$ cat src/rtl/sram_port_arbiter_if.sv
// Requester, response and SRAM port A signals
// for the two-requester port arbiter.
interface sram_port_arbiter_if #(
    parameter int ADDR_WIDTH = 4,
    parameter int DATA_WIDTH = 16
);
    logic                  req0_valid;
    logic                  req0_we;
    logic [ADDR_WIDTH-1:0] req0_addr;
    logic [DATA_WIDTH-1:0] req0_wdata;
    logic                  req0_ready;
    logic                  rsp0_valid;

    logic                  req1_valid;
    logic                  req1_we;
    logic [ADDR_WIDTH-1:0] req1_addr;
    logic [DATA_WIDTH-1:0] req1_wdata;
    logic                  req1_ready;
    logic                  rsp1_valid;

    logic [DATA_WIDTH-1:0] rsp_rdata;
    logic                  init_done;

    logic                  sram_we;
    logic                  sram_enable;
    logic [ADDR_WIDTH-1:0] sram_addr;
    logic [DATA_WIDTH-1:0] sram_data_in;
    logic [DATA_WIDTH-1:0] sram_data_out;

    modport slave (
        input  req0_valid, req0_we, req0_addr, req0_wdata,
        input  req1_valid, req1_we, req1_addr, req1_wdata,
        output req0_ready, rsp0_valid,
        output req1_ready, rsp1_valid,
        output rsp_rdata, init_done,
        output sram_we, sram_enable, sram_addr, sram_data_in,
        input  sram_data_out
    );

    modport master (
        output req0_valid, req0_we, req0_addr, req0_wdata,
        output req1_valid, req1_we, req1_addr, req1_wdata,
        input  req0_ready, rsp0_valid,
        input  req1_ready, rsp1_valid,
        input  rsp_rdata, init_done,
        input  sram_we, sram_enable, sram_addr, sram_data_in,
        output sram_data_out
    );
endinterface

$ cat src/rtl/sram_port_arbiter.sv
// Round-robin arbiter for SRAM port A with a
// zero-fill sweep after every reset.
module sram_port_arbiter #(
    parameter int ADDR_WIDTH = 4,
    parameter int DATA_WIDTH = 16
) (
    input logic clk,
    input logic rst,
    sram_port_arbiter_if.slave bus
);
    typedef enum logic {INIT, RUN} state_t;

    state_t                state;
    logic [ADDR_WIDTH-1:0] init_cnt;
    logic                  last_gnt;
    logic                  tag_valid;
    logic                  tag_id;
    logic                  run;
    logic                  gnt0;
    logic                  gnt1;

    // last_gnt=1 means req1 won last, so a tie goes to req0
    always_comb begin
        run  = (state == RUN) && !rst;
        gnt1 = run && bus.req1_valid &&
               (!bus.req0_valid || !last_gnt);
        gnt0 = run && bus.req0_valid && !gnt1;
    end

    always_comb begin
        bus.req0_ready   = 1'b0;
        bus.req1_ready   = 1'b0;
        bus.sram_we      = 1'b0;
        bus.sram_enable  = 1'b0;
        bus.sram_addr    = '0;
        bus.sram_data_in = '0;
        if (!rst && state == INIT) begin
            bus.sram_we   = 1'b1;
            bus.sram_addr = init_cnt;
        end else begin
            unique case (1'b1)
                gnt0: begin
                    bus.req0_ready   = 1'b1;
                    bus.sram_we      = bus.req0_we;
                    bus.sram_enable  = !bus.req0_we;
                    bus.sram_addr    = bus.req0_addr;
                    bus.sram_data_in = bus.req0_wdata;
                end
                gnt1: begin
                    bus.req1_ready   = 1'b1;
                    bus.sram_we      = bus.req1_we;
                    bus.sram_enable  = !bus.req1_we;
                    bus.sram_addr    = bus.req1_addr;
                    bus.sram_data_in = bus.req1_wdata;
                end
                default: ;
            endcase
        end
    end

    assign bus.rsp0_valid = !rst && tag_valid && !tag_id;
    assign bus.rsp1_valid = !rst && tag_valid && tag_id;
    assign bus.rsp_rdata  = bus.sram_data_out;
    assign bus.init_done  = !rst && (state == RUN);

    always_ff @(posedge clk) begin
        if (rst) begin
            state     <= INIT;
            init_cnt  <= '0;
            last_gnt  <= 1'b1;
            tag_valid <= 1'b0;
            tag_id    <= 1'b0;
        end else begin
            tag_valid <= 1'b0;
            unique case (state)
                INIT: begin
                    init_cnt <= init_cnt + 1'b1;
                    if (init_cnt == '1)
                        state <= RUN;
                end
                RUN: begin
                    if (gnt0 || gnt1)
                        last_gnt <= gnt1;
                    tag_valid <= (gnt0 && !bus.req0_we) ||
                                 (gnt1 && !bus.req1_we);
                    tag_id    <= gnt1;
                end
                default: state <= INIT;
            endcase
        end
    end
endmodule

$ cat src/flat_wrapper.sv
// flat-port wrapper written by rule: the top's interface ports become plain ports
module sram_port_arbiter_flat 
#(
    parameter int ADDR_WIDTH = 4,
    parameter int DATA_WIDTH = 16
)
  (clk, rst, bus_req0_valid, bus_req0_we, bus_req0_addr, bus_req0_wdata, bus_req1_valid, bus_req1_we, bus_req1_addr, bus_req1_wdata, bus_req0_ready, bus_rsp0_valid, bus_req1_ready, bus_rsp1_valid, bus_rsp_rdata, bus_init_done, bus_sram_we, bus_sram_enable, bus_sram_addr, bus_sram_data_in, bus_sram_data_out);
  sram_port_arbiter_if #(.ADDR_WIDTH(ADDR_WIDTH), .DATA_WIDTH(DATA_WIDTH)) bus_i ();
  input logic clk;
  input logic rst;
  input wire logic [$bits(bus_i.req0_valid)-1:0] bus_req0_valid;
  input wire logic [$bits(bus_i.req0_we)-1:0] bus_req0_we;
  input wire logic [$bits(bus_i.req0_addr)-1:0] bus_req0_addr;
  input wire logic [$bits(bus_i.req0_wdata)-1:0] bus_req0_wdata;
  input wire logic [$bits(bus_i.req1_valid)-1:0] bus_req1_valid;
  input wire logic [$bits(bus_i.req1_we)-1:0] bus_req1_we;
  input wire logic [$bits(bus_i.req1_addr)-1:0] bus_req1_addr;
  input wire logic [$bits(bus_i.req1_wdata)-1:0] bus_req1_wdata;
  output wire logic [$bits(bus_i.req0_ready)-1:0] bus_req0_ready;
  output wire logic [$bits(bus_i.rsp0_valid)-1:0] bus_rsp0_valid;
  output wire logic [$bits(bus_i.req1_ready)-1:0] bus_req1_ready;
  output wire logic [$bits(bus_i.rsp1_valid)-1:0] bus_rsp1_valid;
  output wire logic [$bits(bus_i.rsp_rdata)-1:0] bus_rsp_rdata;
  output wire logic [$bits(bus_i.init_done)-1:0] bus_init_done;
  output wire logic [$bits(bus_i.sram_we)-1:0] bus_sram_we;
  output wire logic [$bits(bus_i.sram_enable)-1:0] bus_sram_enable;
  output wire logic [$bits(bus_i.sram_addr)-1:0] bus_sram_addr;
  output wire logic [$bits(bus_i.sram_data_in)-1:0] bus_sram_data_in;
  input wire logic [$bits(bus_i.sram_data_out)-1:0] bus_sram_data_out;
  assign bus_i.req0_valid = bus_req0_valid;
  assign bus_i.req0_we = bus_req0_we;
  assign bus_i.req0_addr = bus_req0_addr;
  assign bus_i.req0_wdata = bus_req0_wdata;
  assign bus_i.req1_valid = bus_req1_valid;
  assign bus_i.req1_we = bus_req1_we;
  assign bus_i.req1_addr = bus_req1_addr;
  assign bus_i.req1_wdata = bus_req1_wdata;
  assign bus_req0_ready = bus_i.req0_ready;
  assign bus_rsp0_valid = bus_i.rsp0_valid;
  assign bus_req1_ready = bus_i.req1_ready;
  assign bus_rsp1_valid = bus_i.rsp1_valid;
  assign bus_rsp_rdata = bus_i.rsp_rdata;
  assign bus_init_done = bus_i.init_done;
  assign bus_sram_we = bus_i.sram_we;
  assign bus_sram_enable = bus_i.sram_enable;
  assign bus_sram_addr = bus_i.sram_addr;
  assign bus_sram_data_in = bus_i.sram_data_in;
  assign bus_i.sram_data_out = bus_sram_data_out;
  sram_port_arbiter #(.ADDR_WIDTH(ADDR_WIDTH), .DATA_WIDTH(DATA_WIDTH)) u_core (.clk(clk), .rst(rst), .bus(bus_i));
endmodule
$ cat config.mk
export PLATFORM = sky130hd
export DESIGN_NAME = sram_port_arbiter_flat
export DESIGN_NICKNAME = d
export VERILOG_FILES = /design/src/rtl/sram_port_arbiter_if.sv /design/src/rtl/sram_port_arbiter.sv /design/src/flat_wrapper.sv
export SDC_FILE = /design/constraint.sdc
export NUM_CORES = 1
export LEC_CHECK = 0
export ABC_AREA = 1
export CORE_UTILIZATION = 24
export CTS_CLUSTER_SIZE = 40
export DETAILED_ROUTE_END_ITERATION = 10
export HOLD_SLACK_MARGIN = 0.02
export PLACE_DENSITY = 0.78
export SYNTH_ARGS = -nofsm -noshare
export SYNTH_HDL_FRONTEND = slang
export SYNTH_SLANG_ARGS = --single-unit
$ cat constraint.sdc
create_clock -name clk -period 1.15 [get_ports clk]
set_input_delay 0.23 -clock clk [delete_from_list [all_inputs] [get_ports clk]]
set_output_delay 0.23 -clock clk [all_outputs]
set_load 0.01 [all_outputs]
======== Word level (Yosys, flattened, before mapping) ========
Cells that the tools add are included.
cells by class
  mux-type cells .......................... 14
  reduce and logical (&&, ||, !) cells .... 23
  equal/unequal tests ..................... 1
  bitwise operators ....................... 1
  add/sub/neg operators ................... 1
operator list
  cell                                                           number
  16-bit one-hot mux with 2 select lines                         1
  16-bit 2-to-1 mux                                              1
  1-bit logical AND                                              11
  1-bit 2-to-1 mux                                               8
  4-bit one-hot mux with 2 select lines                          1
  1-bit zero test                                                7
  4-bit by 1-bit adder with 4-bit output, second input constant  1
  4-bit == test, second input constant                           1
  4-bit 2-to-1 mux                                               1
  1-bit one-hot mux with 2 select lines                          2
  1-bit logical OR                                               3
  2-bit AND reduction                                            1
  2-bit OR reduction                                             1
  1-bit NOT                                                      1
storage, ports and cells
  bits in registers ....................... 8
  input bits .............................. 62
  word-level logic and storage cells ...... 45

======== Longest topological paths before layout ========
Gate-level depths: netlist (run 1).
  word-level depth ........................ 8
  depth in mapped cells ................... 7

======== Worst setup path after synthesis (run 1) ========
No wires, ideal clock.
  path type ............................... register to output
  start point ............................. register u_core.state
  end point ............................... output bus_sram_enable
  stages on the path, launching flop included .. 5
  path slack .............................. -53 ps
  path buffers ............................ 0
  data arrival time ....................... 973 ps
  cells stage by stage .................... dfxtp_1 > inv_2 > nor2_8 > nand3_1 > o21ai_1
on the way
  cells in the longest elaborated chain, start to end .. 7
  elaborated cells between the ends (all ways) .. 10
ends and longest elaborated chain
  what                                     RTL line                 source
  start: declaration                       sram_port_arbiter.sv:13  state_t state;
  start signal: assignment                 sram_port_arbiter.sv:68  state <= INIT;
  start signal: assignment                 sram_port_arbiter.sv:79  state <= RUN;
  start signal: assignment                 sram_port_arbiter.sv:88  default: state <= INIT;
  1-bit logical AND *                      -
  named net bus_init_done                  flat_wrapper.sv:24       output wire logic [$bits(bus_i.init_done)-1:0] bus_init_done;
  1-bit logical AND (2 in series)          sram_port_arbiter.sv:25  gnt1 = run && bus.req1_valid &&
  1-bit zero test                          sram_port_arbiter.sv:27  gnt0 = run && bus.req0_valid && !gnt1;
  1-bit logical AND                        sram_port_arbiter.sv:27
  1-bit one-hot mux with 2 select lines *  sram_port_arbiter.sv:41  unique case (1'b1)
  1-bit 2-to-1 mux *                       sram_port_arbiter.sv:37  if (!rst && state == INIT) begin
  end: declaration                         flat_wrapper.sv:26       output wire logic [$bits(bus_i.sram_enable)-1:0] bus_sram_enable;
Mark *: on every way through the listed nets, which the timed path passes. The rest lies on a longest branch.

======== Final worst setup path (run 1) ========
  start point ............................. register u_core.state
  end point ............................... output bus_sram_addr[0]
on the way
  cells in the longest elaborated chain, start to end .. 7
  elaborated cells between the ends (all ways) .. 10
ends and longest elaborated chain
  what                                   RTL line                 source
  1-bit logical AND                      sram_port_arbiter.sv:24  run = (state == RUN) && !rst;
  1-bit logical AND (2 in series)        sram_port_arbiter.sv:25
  1-bit zero test                        sram_port_arbiter.sv:27
  1-bit logical AND                      sram_port_arbiter.sv:27
  4-bit one-hot mux with 2 select lines  sram_port_arbiter.sv:41
  4-bit 2-to-1 mux *                     sram_port_arbiter.sv:37
  end: declaration                       flat_wrapper.sv:27       output wire logic [$bits(bus_i.sram_addr)-1:0] bus_sram_addr;
Every way passes the cells marked *; elsewhere a longest branch is shown, timed or not.

==> results by group, run 1 <==
Status
  • Status: finished, violations left
  • Failing checks: setup timing

CTS
  • Cts hold-fix bufs: 0
  • Clk buf depth: 2
  • CTS H-tree depth: 1
  • Root Driver: clkbuf_4
  • CTS tree: done
  • Clock sink count: 8
  • Clock insertion delay at the later pin of the skew report: 0.26 ns
  • Num CTS Buffers: 3
  • CTS clk-pin slew, worst paths: 0.05 ns

GRT
  • First-pass GRT wire length: 4710 µm
  • Initial antenna violation count: 0
  • Pin count of the biggest net entering global routing: 10
  • All-Layer GR Usage: 14.7%
  • Vias in the first global route: 1,127
  • Total gr overflow: 0

Final layout
  • Syn-to-layout area delta: 128%
  • Ant. Diodes: 0
  • Cell area after layout: 2010 µm²
  • Post-layout net count: 290
  • Finished Layout Cells: 271
  • Layout cell share with drive strength beyond 1: 53.3%

Setup path
  • Worst Path Arrival: 1.33 ns
  • Slowest-stage cell, CP: dfxtp_4
  • Most used cell, CP: buf_6
  • CP max stage delay: 0.36 ns
  • Crit path kind: register to output port
  • Crit-path max FO: 6
  • Cell family with most CP delay: flip-flops
  • CP Cell Sequence: nand2_4 > nor2_4 > buf_6 > buf_6 > nand3_2 > nand3_2 > buf_6
  • Setup crit start kind: register
  • CP bufs+invs: 3
  • Worst EP required: 0.92 ns
  • Element type at the critical path end: output port

Detailed routing
  • Wire per inst: 11.2 µm
  • Drt pass-1 iters: 4
  • Via density per instance: 4.55
  • DR iter-0 viols: 18
  • Vias: 1,232
  • Remaining DRCs: 0
  • WL final: 3050 µm
  • Antenna viol nets, final: 0

Synthesis
  • Gate Count Post-Synth: 138
  • Count leader, synth: nand2_1
  • Syn_nets: 201
  • Post-synth EDFFs: 0
  • Post-synth top flop: dfxtp_1
  • Synth top area cells: dfxtp_1 18%, nand2_1 17%, nand3_1 17%
  • Largest family of logic cells by synthesized area: simple AND/OR/NAND/NOR gates
  • Post-Synth Adder-Cell Area: 1.42%
  • Post-synthesis cell area: 880 µm²
  • Post-synthesis xor/xnor area fraction: 0%
  • Multiplexer share of the synthesized area: 0%
  • Yosys synthesis warning count: 0
  • Yosys top cell by area: dfxtp_1
  • Top cells by count, synth: 41 x nand2_1, 30 x nand3_1, 16 x buf_4, 8 x dfxtp_1, 6 x inv_1
  • Seq/Total Area, Yosys: 18.2%
  • Avg Cell Area, Syn: 6.37 µm²
  • Distinct cells, synth: 22
  • Compound-Gate Fraction of Synth Area: 4.98%
  • #FFs+latches synth: 8
  • Asr flop ratio synth: 0%
  • Share of the synthesized area in the top cell type: 18.2%
  • Synthesized-area fraction occupied by and/or/nand/nor cells: 51.8%

Floorplan
  • Core footprint: 3420 µm²
  • Die height: 62.5 µm
  • Ports: 105
  • Die X: 62.5 µm
  • Starting Density: 25.8%
  • FP Rows: 21
  • Die area: 3910 µm²

Timing
  • Pins Over Slew Limit: 0
  • Period utilisation layout: 135%
  • Max frequency: 643 MHz
  • Setup repair after global routing missed its margin: yes
  • Least-Margin Pin Slew: 0.206 ns
  • Endpoints failing hold: 0
  • Slew HR: 86.2%
  • Max Clock Skew: 0.00417 ns
  • Final setup margin: -0.406 ns
  • Final setup vio count: 25
  • Min Tclk post-route: 1.56 ns

Power and ir drop
  • Leak: 0.956 nW
  • Peak VDD IR: 0.538 mV
  • P per Cell Area: 417 nW/µm²

Place
  • Placed inst area: 1760 µm²
  • Cell count after placement: 258
  • Routability cong.: 0.778
  • Setup Slack @ Placement: -0.960 ns
  • DP Wirelength: 2330 µm
  • Port bufs: 72

Worst hold path
  • Min-delay worst type: primary input to register

Job
  • Max Cap Viol: 0
-- cell families after synthesis --
kind of cell,Yosys count
AND/OR/NAND/NOR,91
buffers and inverters,30
AO/OA/AOI/OAI,8
flip-flops,8
adder cells (fa/ha/maj),1
-- tightest hold or removal path, delay by kind of cell --
family          cells  cell delay [ns]
buf+inv             2             0.24
compound gates      1             0.04
-- worst paths after layout --
path                                      start                  to  slack (ns)  cells after the start
worst min-delay path                        rst        u_core.state        0.29                      3
worst min register to register  u_core.last_gnt     u_core.last_gnt        0.49                      2
worst max register to register     u_core.state  u_core.init_cnt[3]        0.05                      8
worst max-delay path               u_core.state    bus_sram_addr[0]       -0.41                      7
-- per-layer routing --
| metal | up-vias | track usage (%) | wire, µm |
|---|---|---|---|
| met5 | - | 0 | 0 |
| met4 | 0 | 2.91 | 5 |
| met3 | 2 | 4.93 | 217 |
| met2 | 56 | 26.9 | 1580 |
| met1 | 553 | 16.2 | 1240 |
| li1 | 621 | - | - |
-- metrics by stage --
stage                     total power [W]  hold WS (ns)  setup TNS (ns)  utilization [%]
after floorplan                  0.000424         0.327         -0.0626                -
after global placement           0.000589         0.460          -25.43             51.5
after detailed placement         0.000594         0.460          -25.85             51.5
after CTS                        0.000822         0.285           -9.62             54.3
after global routing             0.000887         0.300          -10.76             58.7
final                            0.000835         0.292           -8.88             58.7
-- sequential cells by signal (all words and copies together), names as in the netlist --
name              flops
u_core.tag_id         1
u_core.tag_valid      1
u_core.init_cnt       4
u_core.state          1
u_core.last_gnt       1
-- where the power goes --
group          internal [W]  switching [W]
Combinational      0.000210       0.000118
Sequential         0.000284     0.00000524
Clock              0.000120      0.0000985
Total              0.000614       0.000221
-- cell type report --
cell class	count	area, µm²
clock buffers	3	22.5
multi-input cells	100	704
fillers	331	1410
well taps	46	57.6
flip-flops and latches	8	166
inverters	8	35.0
repair buffers	106	1020
-- repair_timing --
| action | CTS | global route |
|---|---|---|
| setup buffers | 5 | 4 |
| gates cloned | 0 | 1 |
| pin swaps | 10 | 10 |
| endpoints found under the setup margin | 31 | 27 |
| hold endpoints to repair | 0 | 0 |
| gates resized for setup | 146 | 24 |
-- cells in the final DEF, fill, tap and decap left out --
cell type,n
a21oi_1,3
a22o_1,1
and3_1,1
buf_12,3
buf_2,13
buf_4,21
buf_6,23
buf_8,1
clkbuf_16,1
clkbuf_4,3
clkdlybuf4s50_1,42
dfxtp_1,5
dfxtp_2,2
dfxtp_4,1
dlygate4sd2_1,2
ha_1,1
inv_1,5
inv_2,1
inv_4,2
nand2_1,21
nand2_2,20
nand2_4,2
nand2_8,1
nand3_1,10
nand3_2,18
nand3_4,2
nand4_1,5
nor2_1,5
nor2_4,1
nor2_8,2
nor3_1,1
nor3_2,2
o21ai_0,2
o21ai_1,1
o21ai_2,1
Power figures use the tool's default switching activity.
==> run 2: changes to the inputs <==
--- a/config.mk
+++ b/config.mk
@@ -6,11 +6,14 @@
 export NUM_CORES = 1
 export LEC_CHECK = 0
 export ABC_AREA = 1
-export CORE_UTILIZATION = 24
+export CELL_PAD_IN_SITES_DETAIL_PLACEMENT = 0
+export CELL_PAD_IN_SITES_GLOBAL_PLACEMENT = 1
+export CORE_UTILIZATION = 14
+export CTS_CLUSTER_DIAMETER = 150
 export CTS_CLUSTER_SIZE = 40
 export DETAILED_ROUTE_END_ITERATION = 10
 export HOLD_SLACK_MARGIN = 0.02
-export PLACE_DENSITY = 0.78
+export PLACE_DENSITY = 0.77
 export SYNTH_ARGS = -nofsm -noshare
 export SYNTH_HDL_FRONTEND = slang
 export SYNTH_SLANG_ARGS = --single-unit
==> results by group, run 2 (same netlist as run 1, synthesis figures left out) <==
Power and ir drop
  • Switching share of power: 24.8% (was 26.5%)
  • Peak VDD IR: 0.424 mV (was 0.538 mV)
  • Seq pwr share: 29.9% (was 34.7%)
  • P per Cell Area: 440 nW/µm² (was 417 nW/µm²)
  • Logic pwr share: 35.4% (was 39.2%)
  • Total power: 0.000970 W (was 0.000835 W)
  • Leak: 1.04 nW (was 0.956 nW)
  • Cell internal pwr: 0.000729 W (was 0.000614 W)
  • Sw power: 0.000241 W (was 0.000221 W)
  • Clock share of power: 34.7% (was 26.1%)

CTS
  • Root Driver: clkbuf_8 (was clkbuf_4)
  • CTS clk-pin slew, worst paths: 0.04 ns (was 0.05 ns)
  • Num CTS Buffers: 3 (unchanged)
  • CTS tree: done (unchanged)
  • CTS H-tree depth: 1 (unchanged)
  • Clk buf depth: 2 (unchanged)
  • Cts hold-fix bufs: 0 (unchanged)
  • Clock insertion delay at the later pin of the skew report: 0.23 ns (was 0.26 ns)
  • Clock sink count: 8 (unchanged)

Final layout
  • Layout cell share with drive strength beyond 1: 57.6% (was 53.3%)
  • Ant. Diodes: 0 (unchanged)
  • Register area: 168 µm² (was 166 µm²)
  • Post-layout net count: 296 (was 290)
  • Finished Layout Cells: 306 (was 271)
  • Commonest non-fill, non-tap cell in the layout: clkdlybuf4s50_1 (unchanged)
  • Number of flip-flops under the largest register name: 4 (unchanged)
  • Largest register by flop count: u_core.init_cnt (unchanged)
  • Syn-to-layout area delta: 151% (was 128%)
  • Area of the multi-input gates: 753 µm² (was 704 µm²)
  • Fill count: 634 (was 331)
  • Most frequent cells in the layout: 42 x clkdlybuf4s50_1, 26 x buf_6, 23 x nand3_2 (was 42 x clkdlybuf4s50_1, 23 x buf_6, 21 x nand2_1, 21 x buf_4, 20 x nand2_2)

Place
  • Routability cong.: 0.681 (was 0.778)
  • Port bufs: 72 (unchanged)
  • DP Wirelength: 2520 µm (was 2330 µm)
  • Cell count after placement: 287 (was 258)

GRT
  • Total gr overflow: 0 (unchanged)
  • Vias in the first global route: 1,208 (was 1,127)
  • Initial antenna violation count: 0 (unchanged)
  • Pin count of the biggest net entering global routing: 9 (was 10)
  • All-Layer GR Usage: 10.2% (was 14.7%)
  • First-pass GRT wire length: 5180 µm (was 4710 µm)

Floorplan
  • Die height: 81.3 µm (was 62.5 µm)
  • Core footprint: 5990 µm² (was 3420 µm²)
  • Starting Density: 14.7% (was 25.8%)
  • Die X: 81.3 µm (was 62.5 µm)
  • FP Rows: 28 (was 21)
  • Ports: 105 (unchanged)
  • Die area: 6600 µm² (was 3910 µm²)

Worst hold path
  • Hold Path End: u_core.last_gnt (was u_core.state)
  • Hold Startpoint: rst (unchanged)
  • Min-delay worst type: primary input to register (unchanged)
  • Hold path depth: 4 (was 3)

Setup path
  • Crit-path max FO: 7 (was 6)
  • Cell family with most CP delay: buffers and inverters (was flip-flops)
  • RR Startpoint: u_core.state (unchanged)
  • Reg2Reg Depth: 7 (was 8)
  • CP bufs+invs: 4 (was 3)
  • Most used cell, CP: buf_12 (was buf_6)
  • Crit path kind: register to output port (unchanged)
  • Slowest-stage cell, CP: dfxtp_4 (unchanged)
  • R2R Setup Slk: -0.07 ns (was 0.05 ns)
  • Worst Path Arrival: 1.33 ns (about the same)
  • Reg-to-reg endpoint: u_core.init_cnt[1] (was u_core.init_cnt[3])
  • Setup crit start kind: register (unchanged)
  • Element type at the critical path end: output port (unchanged)
  • CP max stage delay: 0.35 ns (was 0.36 ns)
  • CP Cell Sequence: nand2_4 > buf_12 > nor2_8 > buf_12 > buf_12 > nand2_2 > nand2_2 > buf_6 (was nand2_4 > nor2_4 > buf_6 > buf_6 > nand3_2 > nand3_2 > buf_6)
  • Worst EP required: 0.92 ns (about the same)

Timing
  • Period utilisation layout: 135% (about the same)
  • Pins Over Slew Limit: 0 (unchanged)
  • Max frequency: 643 MHz (about the same)
  • Slew HR: 86.1% (was 86.2%)
  • Min Tclk post-route: 1.56 ns (about the same)
  • Setup repair after global routing missed its margin: yes (unchanged)
  • Endpoints failing hold: 0 (unchanged)
  • Final setup margin: -0.406 ns (about the same)
  • Final setup vio count: 26 (was 25)
  • Least-Margin Pin Slew: 0.208 ns (was 0.206 ns)
  • Max Clock Skew: 0.00288 ns (was 0.00417 ns)

Detailed routing
  • Remaining DRCs: 0 (unchanged)
  • Wire per inst: 11.3 µm (was 11.2 µm)
  • Vias: 1,229 (was 1,232)
  • DR iter-0 viols: 13 (was 18)
  • Antenna viol nets, final: 0 (unchanged)
  • WL final: 3460 µm (was 3050 µm)
  • Drt pass-1 iters: 4 (unchanged)
  • Via density per instance: 4.02 (was 4.55)

Job
  • Max Cap Viol: 0 (unchanged)

Status
  • Failing checks: setup timing (unchanged)
  • Status: finished, violations left (unchanged)
run 2: changes by cell type in the layout (fill, tap and decap cells not counted), sizes merged:
cell | before | now
buf | 61 | 68
clkbuf | 4 | 3
run 2: through the flow:
stage               hold WS (ns)  util (%)  setup TNS [ns]  setup slack (ns)  cell area [µm²]
global route               0.363      36.8          -10.45            -0.461             2200
detailed placement         0.460      29.9          -26.44            -0.976             1790
floorplan                  0.327         -         -0.0626           -0.0101              953
global placement           0.460      29.9          -25.81            -0.944             1790
finish                     0.348      36.8           -8.78            -0.406             2200
CTS                        0.460      35.1           -9.53            -0.449             2100
run 2: power by group through the flow:
stage               registers [W]  clock network, W  logic (W)
floorplan                0.000300                 0   0.000124
global placement         0.000297                 0   0.000293
detailed placement       0.000297                 0   0.000293
CTS                      0.000290          0.000347   0.000330
global route             0.000291          0.000370   0.000366
finish                   0.000290          0.000336   0.000343
run 2: tightest hold or removal path: stages:
cell     delay [ns]
buf_6          0.08
inv_4          0.03
buf_4          0.13
nand3_1        0.06
run 2: worst max path at each step:
stage	startpoint	endpoint	slack [ns]	cells past startpoint
2_1_floorplan	u_core.last_gnt	bus_sram_data_in[10]	-0.01	6
3_3_place_gp	rst	bus_sram_enable	-0.94	6
3_5_place_dp	bus_req0_valid	bus_sram_data_in[12]	-0.98	7
4_1_cts	u_core.state	bus_sram_addr[3]	-0.45	8
5_1_grt	u_core.state	bus_sram_data_in[8]	-0.46	8
6_report	u_core.state	bus_sram_data_in[9]	-0.41	8
run 2: what timing repair did:
| item | 4_1_cts | 5_1_grt |
|---|---|---|
| pin swaps | 12 | 15 |
| endpoints found under the setup margin | 31 | 29 |
| setup buffers | 16 | 3 |
| gates resized for setup | 165 | 27 |
run 2: area by class of cell:
| class | count | share of cell area (%) |
|---|---|---|
| multi-input combinational | 100 | 34.2 |
| inverter | 8 | 1.59 |
| tap | 75 | 4.26 |
| clock buffer | 3 | 1.87 |
| sequential | 8 | 7.61 |
| timing repair buffer | 112 | 50.5 |
run 2: metal layers:
metal / track usage, % / share of wire [%] / vias to the layer above
met5: 0 / 0 / -
met4: 2.50 / 0.64 / 0
met3: 3.82 / 10 / 2
met2: 18.1 / 49 / 50
met1: 11.4 / 40 / 549
li1: - / - / 628
